### src/rtl/cf_pkg.sv
// Shared Connect-Four definitions for the column drop controller.
// Holds the board geometry, derived field widths, the player and drop-state
// encodings, and the helper that maps a (row, column) cell to its bit
// position in the flattened occupancy vectors.
package cf_pkg;

  localparam int ROWS  = 8;
  localparam int COLS  = 8;
  localparam int ROW_W = $clog2(ROWS);
  localparam int COL_W = $clog2(COLS);
  // Heights must hold the value ROWS itself (a full column).
  localparam int HGT_W = $clog2(ROWS + 1);

  typedef enum logic {
    RED   = 1'b0,
    GREEN = 1'b1
  } player_t;

  typedef enum logic [1:0] {
    IDLE = 2'd0,
    DROP = 2'd1,
    LAND = 2'd2
  } drop_state_t;

  // Row 0 is the bottom row; bit index is row*COLS + col.
  function automatic int cell_idx(input logic [ROW_W-1:0] row,
                                  input logic [COL_W-1:0] col);
    return int'(row) * COLS + int'(col);
  endfunction

endpackage

### src/rtl/drop_tick_timer.sv
// Modulo-TICKS counter pacing the falling-token animation, one row per wrap.
// Only present when DROP_ANIM_EN is defined; builds without the animation
// have no use for it.
// Ports:
//   clk   - system clock
//   reset - synchronous, active-high reset
//   clear - holds the count at zero (asserted whenever no drop is running)
//   wrap  - high in the cycle where the count sits at TICKS-1
`ifdef DROP_ANIM_EN
module drop_tick_timer #(
  parameter int TICKS = 4
) (
  input  logic clk,
  input  logic reset,
  input  logic clear,
  output logic wrap
);

  localparam int CW = (TICKS > 1) ? $clog2(TICKS) : 1;
  localparam logic [CW-1:0] LAST = CW'(TICKS - 1);

  logic [CW-1:0] cnt;

  always_ff @(posedge clk) begin
    if (reset || clear) begin
      cnt <= '0;
    end else if (cnt == LAST) begin
      cnt <= '0;
    end else begin
      cnt <= cnt + 1'b1;
    end
  end

  assign wrap = !clear && (cnt == LAST);

endmodule
`endif

### src/rtl/column_drop_ctrl.sv
// Connect-Four column drop controller.
// Turns one-cycle column-select pulses into token drops for the side to
// move, optionally animates the falling token, commits it to the occupancy
// boards, then hands the turn to the other player.
// Build option: DROP_ANIM_EN -- when defined the token visibly falls one row
// every DROP_TICKS cycles; when undefined an accepted pulse lands directly.
// Ports:
//   clk, reset    - system clock, synchronous active-high reset
//   col_pulse     - one-cycle column-select pulses, one bit per column
//   enable        - 0 freezes the game (selections ignored in IDLE)
//   red_board     - player-0 occupancy, bit [r*COLS+c]
//   green_board   - player-1 occupancy, same indexing
//   fall_active   - a falling token is on display
//   fall_row/col  - position of the falling token
//   player        - side to move (0 = red, 1 = green)
//   move_done     - one-cycle pulse in the landing cycle
//   move_col/row  - last landed cell, held until the next landing
//   move_reject   - one-cycle pulse for an invalid selection
//   board_full    - every cell occupied
module column_drop_ctrl
  import cf_pkg::*;
#(
  parameter int DROP_TICKS = 4
) (
  input  logic                 clk,
  input  logic                 reset,
  input  logic [COLS-1:0]      col_pulse,
  input  logic                 enable,
  output logic [ROWS*COLS-1:0] red_board,
  output logic [ROWS*COLS-1:0] green_board,
  output logic                 fall_active,
  output logic [ROW_W-1:0]     fall_row,
  output logic [COL_W-1:0]     fall_col,
  output logic                 player,
  output logic                 move_done,
  output logic [COL_W-1:0]     move_col,
  output logic [ROW_W-1:0]     move_row,
  output logic                 move_reject,
  output logic                 board_full
);

  drop_state_t          state, next_state;
  player_t              player_q;
  logic [HGT_W-1:0]     height [COLS];
  logic [ROWS*COLS-1:0] red_q, green_q, land_mask;
  logic [COL_W-1:0]     col_q, sel_col, tgt_col, move_col_q;
  logic [ROW_W-1:0]     tgt_row, move_row_q;
  logic                 accept, reject_now, enter_land;
  logic                 reject_q, full_q;

`ifdef DROP_ANIM_EN
  logic [ROW_W-1:0] fall_row_q;
  logic             tick_wrap;

  drop_tick_timer #(
    .TICKS(DROP_TICKS)
  ) u_timer (
    .clk  (clk),
    .reset(reset),
    .clear(state != DROP),
    .wrap (tick_wrap)
  );
`else
  localparam int unused_drop_ticks = DROP_TICKS;
`endif

  always_ff @(posedge clk) begin
    if (reset) begin
      state <= IDLE;
    end else begin
      state <= next_state;
    end
  end

  always_comb begin
    next_state = state;
    sel_col    = '0;
    accept     = 1'b0;
    reject_now = 1'b0;
    for (int c = 0; c < COLS; c++) begin
      if (col_pulse[c]) sel_col = COL_W'(c);
    end
    case (state)
      IDLE: begin
        if (enable && (col_pulse != '0)) begin
          // A full board implies every column is full, but the explicit
          // flag keeps the rejection independent of the height lookup.
          if (!$onehot(col_pulse) || full_q ||
              (height[sel_col] == HGT_W'(ROWS))) begin
            reject_now = 1'b1;
          end else begin
            accept = 1'b1;
`ifdef DROP_ANIM_EN
            next_state = DROP;
`else
            next_state = LAND;
`endif
          end
        end
      end
`ifdef DROP_ANIM_EN
      DROP: begin
        if (tick_wrap && (HGT_W'(fall_row_q) == height[col_q])) begin
          next_state = LAND;
        end
      end
`endif
      LAND:    next_state = IDLE;
      default: next_state = IDLE;
    endcase
    // Without animation the landing column comes straight from the pulse.
    tgt_col    = (state == IDLE) ? sel_col : col_q;
    tgt_row    = ROW_W'(height[tgt_col]);
    enter_land = (next_state == LAND) && (state != LAND);
    land_mask  = (ROWS*COLS)'(1) << cell_idx(tgt_row, tgt_col);
  end

  // The board bit is written on entry to LAND so it is visible during the
  // landing cycle; height and turn advance as LAND is left.
  always_ff @(posedge clk) begin
    if (reset) begin
      for (int c = 0; c < COLS; c++) height[c] <= '0;
      red_q      <= '0;
      green_q    <= '0;
      player_q   <= RED;
      col_q      <= '0;
      move_col_q <= '0;
      move_row_q <= '0;
      reject_q   <= 1'b0;
      full_q     <= 1'b0;
    end else begin
      reject_q <= reject_now;
      full_q   <= &(red_q | green_q);
      if (accept) col_q <= sel_col;
      if (enter_land) begin
        if (player_q == RED) red_q <= red_q | land_mask;
        else                 green_q <= green_q | land_mask;
        move_col_q <= tgt_col;
        move_row_q <= tgt_row;
      end
      if (state == LAND) begin
        height[col_q] <= height[col_q] + 1'b1;
        player_q      <= (player_q == RED) ? GREEN : RED;
      end
    end
  end

`ifdef DROP_ANIM_EN
  always_ff @(posedge clk) begin
    if (reset) begin
      fall_row_q <= '0;
    end else if (accept) begin
      fall_row_q <= ROW_W'(ROWS - 1);
    end else if ((state == DROP) && tick_wrap && (next_state != LAND)) begin
      fall_row_q <= fall_row_q - 1'b1;
    end
  end

  assign fall_active = (state == DROP);
  assign fall_row    = fall_row_q;
  assign fall_col    = col_q;
`else
  assign fall_active = 1'b0;
  assign fall_row    = '0;
  assign fall_col    = '0;
`endif

  assign red_board   = red_q;
  assign green_board = green_q;
  assign player      = player_q;
  assign move_done   = (state == LAND);
  assign move_col    = move_col_q;
  assign move_row    = move_row_q;
  assign move_reject = reject_q;
  assign board_full  = full_q;

endmodule

### config.mk
export PLATFORM = sky130hd
export DESIGN_NAME = column_drop_ctrl
export DESIGN_NICKNAME = d
export VERILOG_FILES = /design/src/rtl/cf_pkg.sv /design/src/rtl/drop_tick_timer.sv /design/src/rtl/column_drop_ctrl.sv
export SDC_FILE = /design/constraint.sdc
export NUM_CORES = 1
export LEC_CHECK = 0
export CAP_MARGIN = 0
export CORE_UTILIZATION = 56
export DETAILED_ROUTE_END_ITERATION = 8
export GPL_ROUTABILITY_DRIVEN = 0
export PLACE_DENSITY = 0.85
export SLEW_MARGIN = 20
export SYNTH_ARGS = -nofsm -noshare
export SYNTH_HDL_FRONTEND = slang
export SYNTH_SLANG_ARGS = --single-unit
### constraint.sdc
create_clock -name clk -period 11.6 [get_ports clk]
set_clock_uncertainty 0.2 [all_clocks]
set_input_delay 2.32 -clock clk [delete_from_list [all_inputs] [get_ports clk]]
set_output_delay 2.32 -clock clk [all_outputs]
set_load 0.03 [all_outputs]
Word-level counts from Yosys, hierarchy flattened
Memories as Yosys holds them, arrays and structs flattened. A register that Yosys moved wholly into a read port is not among the register bits.
Index checks and enable logic that the tools add are counted.
{"block": "op_classes", "add_sub_neg": 9, "muxes": 26, "n_reduce_logical": 12, "n_div": 0, "n_lt_le_gt_ge": 0, "eq_ne": 5, "bitwise": 6, "shifts": 1, "multipliers": 0}
{"operator": "64-bit bitwise OR", "n": 3}
{"operator": "64-bit AND reduction", "n": 1}
{"operator": "1-bit by 7-bit left shift with 64-bit output, first input constant", "n": 1}
{"operator": "3-bit two-way mux", "n": 10}
{"operator": "1-bit two-way mux", "n": 12}
{"operator": "1-bit by 1-bit adder with 2-bit output", "n": 4}
{"operator": "8-bit nonzero test", "n": 1}
{"operator": "6-bit by 3-bit adder with 7-bit output", "n": 1}
{"operator": "2-bit by 2-bit adder with 3-bit output", "n": 2}
{"operator": "2-bit two-way mux", "n": 3}
{"operator": "3-bit by 3-bit adder with 4-bit output", "n": 1}
{"operator": "4-bit by 1-bit adder with 4-bit output, second input constant", "n": 1}
{"operator": "2-bit equality test, second input constant", "n": 2}
{"operator": "4-bit by 1-bit equality test with 1-bit output, second input constant", "n": 1}
{"operator": "4-bit equality test, second input constant", "n": 1}
{"operator": "4-bit two-way mux", "n": 1}
{"operator": "2-bit AND reduction", "n": 2}
{"operator": "4-bit OR reduction", "n": 1}
{"operator": "1-bit NOT", "n": 3}
{"operator": "3-bit OR reduction", "n": 1}
{"operator": "1-bit logical AND", "n": 2}
{"operator": "2-bit logical NOT", "n": 1}
{"operator": "1-bit logical OR", "n": 2}
{"operator": "2-bit inequality test, second input constant", "n": 1}
{"operator": "1-bit logical NOT", "n": 1}
{"block": "word_totals", "mem_bits_rw": 32, "rom_bits": 0, "regBits": 142, "out_inout_bits": 145, "latchBits": 0, "n_memories": 1, "inputBits": 11}
{"name": "height", "words": 8, "width": 4, "read_ports": 3, "rd_clocked_by_memory_dff": 1, "write_ports": 8, "line_no": "column_drop_ctrl.sv:44", "rtl": "logic [HGT_W-1:0] height [COLS];"}

Logic depth before layout (Yosys ltp)
An unclocked memory read counts as a cell.
{"block": "depth", "word_depth": 16, "mapped_depth": 16}

Worst setup path after synthesis
Ideal clock, no wire load.
{"block": "synth_path", "path_type": "input-to-reg", "startpoint": "in col_pulse[0]", "endpoint": "reg green_q[60], in the netlist green_board[60]", "path_stages": 16, "arrival_time_ns": 5.723, "required_time_ns": 11.307, "path_buffers": 1, "path_slack_ns": 5.584, "cell_sequence": "inv_1 -> fa_1 -> fa_1 -> fa_1 -> inv_1 -> ha_1 -> inv_1 -> fa_1 -> nor2_1 -> a31oi_1 -> nor3_1 -> o221a_2 -> and2_1 -> buf_4 -> nand2_1 -> o32ai_1"}
{"block": "synth_between", "elab_chain_len": 13, "word_cells_on_any_way": 15, "cone_classes": "3 x add/sub; 2 x eq/ne; 3 x mux; 7 x reduce/logical"}
{"item": "from (decl)", "line_no": "column_drop_ctrl.sv:27", "rtl": "input logic [COLS-1:0] col_pulse,"}
{"item": "1-bit by 1-bit adder with 2-bit output (not written as such)", "line_no": "column_drop_ctrl.sv:88", "rtl": "if (!$onehot(col_pulse) || full_q ||"}
{"item": "2-bit by 2-bit adder with 3-bit output (not written as such)", "line_no": "column_drop_ctrl.sv:88"}
{"item": "3-bit by 3-bit adder with 4-bit output (not written as such)", "line_no": "column_drop_ctrl.sv:88"}
{"item": "4-bit by 1-bit equality test with 1-bit output", "line_no": "column_drop_ctrl.sv:88"}
{"item": "1-bit logical NOT", "line_no": "column_drop_ctrl.sv:88"}
{"item": "1-bit logical OR (2 in a row)", "line_no": "column_drop_ctrl.sv:88"}
{"item": "2-bit two-way mux", "line_no": "column_drop_ctrl.sv:88"}
{"item": "2-bit two-way mux (*)", "line_no": "column_drop_ctrl.sv:85", "rtl": "if (enable && (col_pulse != '0)) begin"}
{"item": "2-bit two-way mux (*)", "line_no": "column_drop_ctrl.sv:83", "rtl": "case (state)"}
{"item": "2-bit equality test (*)", "line_no": "column_drop_ctrl.sv:114", "rtl": "enter_land = (next_state == LAND) && (state != LAND);"}
{"item": "1-bit logical AND (*)", "line_no": "column_drop_ctrl.sv:114"}
{"item": "2-bit AND reduction (no line) (*)"}
{"item": "to (signal assigned)", "line_no": "column_drop_ctrl.sv:137", "rtl": "else green_q <= green_q | land_mask;"}
{"item": "to (decl)", "line_no": "column_drop_ctrl.sv:45", "rtl": "logic [ROWS*COLS-1:0] red_q, green_q, land_mask;"}
Every way passes the cells marked *; elsewhere a longest branch is shown, timed or not.
A chain may end at the register's enable or synchronous reset.

Final worst setup path
{"block": "layout_path", "startpoint": "in col_pulse[3]", "endpoint": "reg green_q[60], in the netlist green_board[60]"}
{"block": "layout_between", "elab_chain_len": 14, "word_cells_on_any_way": 26, "cone_classes": "4 x add/sub; 3 x eq/ne; 1 x shift; 9 x mux; 1 x bitwise; 7 x reduce/logical; 1 x memory"}
{"item": "3-bit two-way mux (5 in a row)", "line_no": "column_drop_ctrl.sv:81", "rtl": "if (col_pulse[c]) sel_col = COL_W'(c);"}
{"item": "memory 8 x 4 bit"}
{"item": "4-bit equality test", "line_no": "column_drop_ctrl.sv:89", "rtl": "(height[sel_col] == HGT_W'(ROWS))) begin"}
{"item": "1-bit logical OR", "line_no": "column_drop_ctrl.sv:88"}
{"item": "2-bit two-way mux", "line_no": "column_drop_ctrl.sv:88"}
{"item": "2-bit two-way mux", "line_no": "column_drop_ctrl.sv:85"}
{"item": "2-bit two-way mux", "line_no": "column_drop_ctrl.sv:83"}
{"item": "2-bit equality test", "line_no": "column_drop_ctrl.sv:114"}
{"item": "1-bit logical AND", "line_no": "column_drop_ctrl.sv:114"}
{"item": "2-bit AND reduction (no line)"}
Parallel ways exist; a longest one is shown, timed or not.

==> metrics.cfg <==
[critical_path]
critPathKind=in2reg
crit-reg2reg-launch=state[1]
crit_arrival_ns=6.97
end_kind=register
worst-r2r-cell-count=7
r2r_slack_ns=8.14
r2r-end=red_board[23]
crit_fanout=13
start_kind=input pin
crit_required_ns=11.74

[clock_network]
cts_resized=0
clk_pin_slew_worst_paths_ns=0.07
clockBufferDepth=2
holdBufCountCts=0
cts_root_buf=clkbuf_16
cts_buffers=17
cts_sinks=177
h-tree-depth=4
insertion_delay_ns=0.43
post-cts-setup-buffers=0
cts_tree=yes

[die]
dieArea_um2=14200
core_um2=13300
die_h_um=119
row_count=42
die_w_um=119
ioPinCount=156
start_util_pct=57.7

[power]
p_leak_nw=3.19
power_density_nw_per_um2=140
p_switching_mw=0.353
sw_frac_of_total_pct=25.5
max-vdd-ir-drop_v=0.000109
clockPowerShare_pct=43.6
pwr-share-seq_pct=46.6
intPower_mw=1.03
comb_power_share_pct=9.8

[synth]
synth_xor_area_share_pct=0.341
yosysMostFrequentCell=dfxtp_1
synth.distinct_cells=76
yosys.area_share.simple_pct=13.7
synth_fa_ha_area_share_pct=1.85
syn-cell-area_um2=7700
yosys-top-cells-area=dfxtp_1 38%, edfxtp_1 12%, o22ai_1 11%
ys_seq_elements=177
yosysTopAreaCell=dfxtp_1
synth_top_area_share_pct=37.7
avgSynthCellArea_um2=9.67
ys_top_cells_by_count=145 x dfxtp_1, 133 x inv_1, 132 x o22ai_1
synth-edff-count=32
ys_seq_area_share_pct=50.1
synth_compound_area_share_pct=20.7
yosysWarnings=0
ys.flop_type=dfxtp_1
async_flop_share_pct=0
syn_inst=797
synth_top_family_by_area=compound AO/OA/AOI/OAI gates
muxShareOfSynthArea_pct=3.86

[route]
wire_per_inst_um=21.2
wirelength_um=23600
vias=6982
via_per_inst=6.25
ant_nets=0
drt_iter0_drc=1071
drtPass1Iterations=5
drc=0

[grt]
antenna_found_initial=0
grt_max_degree=103
grt_pass1_wl_um=35900
overflow=0
grt_usage_pct=33.4
grt_pass1_vias=6496

[sta]
hold_viol=0
min_period_ns=6.84
slew_headroom_pct=34.8
rsz0062_at_grt=no
setup_viol=0
setup_slack_ns=4.76
report.final.slew_viol_count=0
holdWs_ns=0.287
tns_ns=0
worstMarginPinSlew_ns=0.978
fmaxAchievable_mhz=146
finalCritPeriodShare_pct=58.9

[layout]
drive_gt1_share_pct=8.61
n_antenna_cell=0
syn2layout_area_growth_pct=27.8
num-nets-final=948

[place]
place_ws_ns=4.36
portBuffers=148
place_hpwl_um=16800

[worst_hold_path]
hp-class=reg2reg
worstHoldStart=red_board[40]
hold_depth=2
worstHoldEndpoint=red_board[40]

[outcome]
status=completed

[flow_run]
max-cap-violations=0

cells by family (layout without fill, tap and decap cells):
| group | Yosys count | after routing |
|---|---|---|
| muxes | 18 | 18 |
| other | 1 | 8 |
| adders and majority gates | 9 | 9 |
| DFF | 177 | 177 |
| and+or+nand+nor | 195 | 195 |
| AOI/OAI and AO/OA | 217 | 217 |
| buffers and inverters | 177 | 314 |
| xor gates and xnor gates | 3 | 3 |
sequential cells by signal (all words and copies together), names as in the netlist, named ones only:
signal / flops
height: 32
move_col: 3
col_q: 3
green_board: 64
move_reject: 1
move_row: 3
state: 2
player: 1
red_board: 64
board_full: 1
layer usage:
metal | part of all wire, % | vias to the layer above | routed length, um | GRT usage, %
met4 | 3.2 | 0 | 746 | 15.2
met3 | 9.7 | 61 | 2300 | 6.08
met1 | 39 | 3322 | 9120 | 42.2
li1 | - | 3138 | - | -
met5 | 0 | - | 0 | 0
met2 | 49 | 461 | 11500 | 55.6
stage by stage:
stage | cells | power (mW) | util (%) | cell area, um^2
6_report | 1117 | 1.38 | 73.8 | 9850
5_1_grt | 1117 | 1.42 | 73.8 | 9850
4_1_cts | 1117 | 1.38 | 73.8 | 9850
3_5_place_dp | 1085 | 0.788 | 69.1 | 9220
3_3_place_gp | 1085 | 0.786 | 69.1 | 9220
2_1_floorplan | 804 | 0.754 | - | 7730
worst max-delay path, stage by stage:
cell and delay [ns]:
clkdlybuf4s50_1 0.58, inv_1 0.12, fa_1 0.46, fa_1 0.51, fa_1 0.40, inv_1 0.06, ha_1 0.15, inv_1 0.06
fa_1 0.42, nor2_1 0.12, a31oi_1 0.14, nor3_1 0.22, o221a_2 0.40, and2_1 0.38, nand2_1 0.27, o32ai_1 0.34
worst max-delay path by stage:
stage	from	to	slack, ns
global placement	col_pulse[3]	green_board[44]	4.52
detailed placement	col_pulse[3]	green_board[44]	4.36
finish	col_pulse[3]	green_board[60]	4.76
CTS	col_pulse[3]	green_board[44]	4.80
floorplan	col_pulse[0]	green_board[60]	5.58
global route	col_pulse[3]	green_board[60]	4.45
layout by cell type (no fill, tap or decap), types with 4 or more instances in the layout:
cell / count
inv_1: 133
nor4b_1: 7
nor2_1: 57
dfxtp_1: 145
fa_1: 4
nand2_1: 28
or2_2: 4
clkdlybuf4s50_1: 147
nor2_2: 4
nor3_1: 9
a221oi_1: 10
ha_1: 5
o21a_1: 4
o31ai_1: 15
mux2_2: 4
nand2b_1: 27
edfxtp_1: 32
nor4_1: 4
mux4_2: 9
clkbuf_16: 19
o22ai_1: 132
mux2i_1: 5
nand3_1: 17
a31oi_1: 4
a21oi_1: 4
conb_1: 8
nand3_2: 7
nor2b_1: 5
or3_1: 6
final cells by class:
cell class	count	area, um^2
clock inverter	12	143
clock buffer	20	489
inverter	133	499
timing repair buffer	149	1490
sequential	177	3860
multi-input combinational	450	3150
tap	176	220
fill	899	3500
power by group through the flow:
stage	registers (mW)	clock network, mW	logic (mW)
finish	0.643	0.602	0.136
floorplan	0.653	0	0.100
global route	0.644	0.630	0.145
CTS	0.643	0.602	0.133
global placement	0.656	0	0.130
detailed placement	0.656	0	0.132
Power figures use the tool's default switching activity.
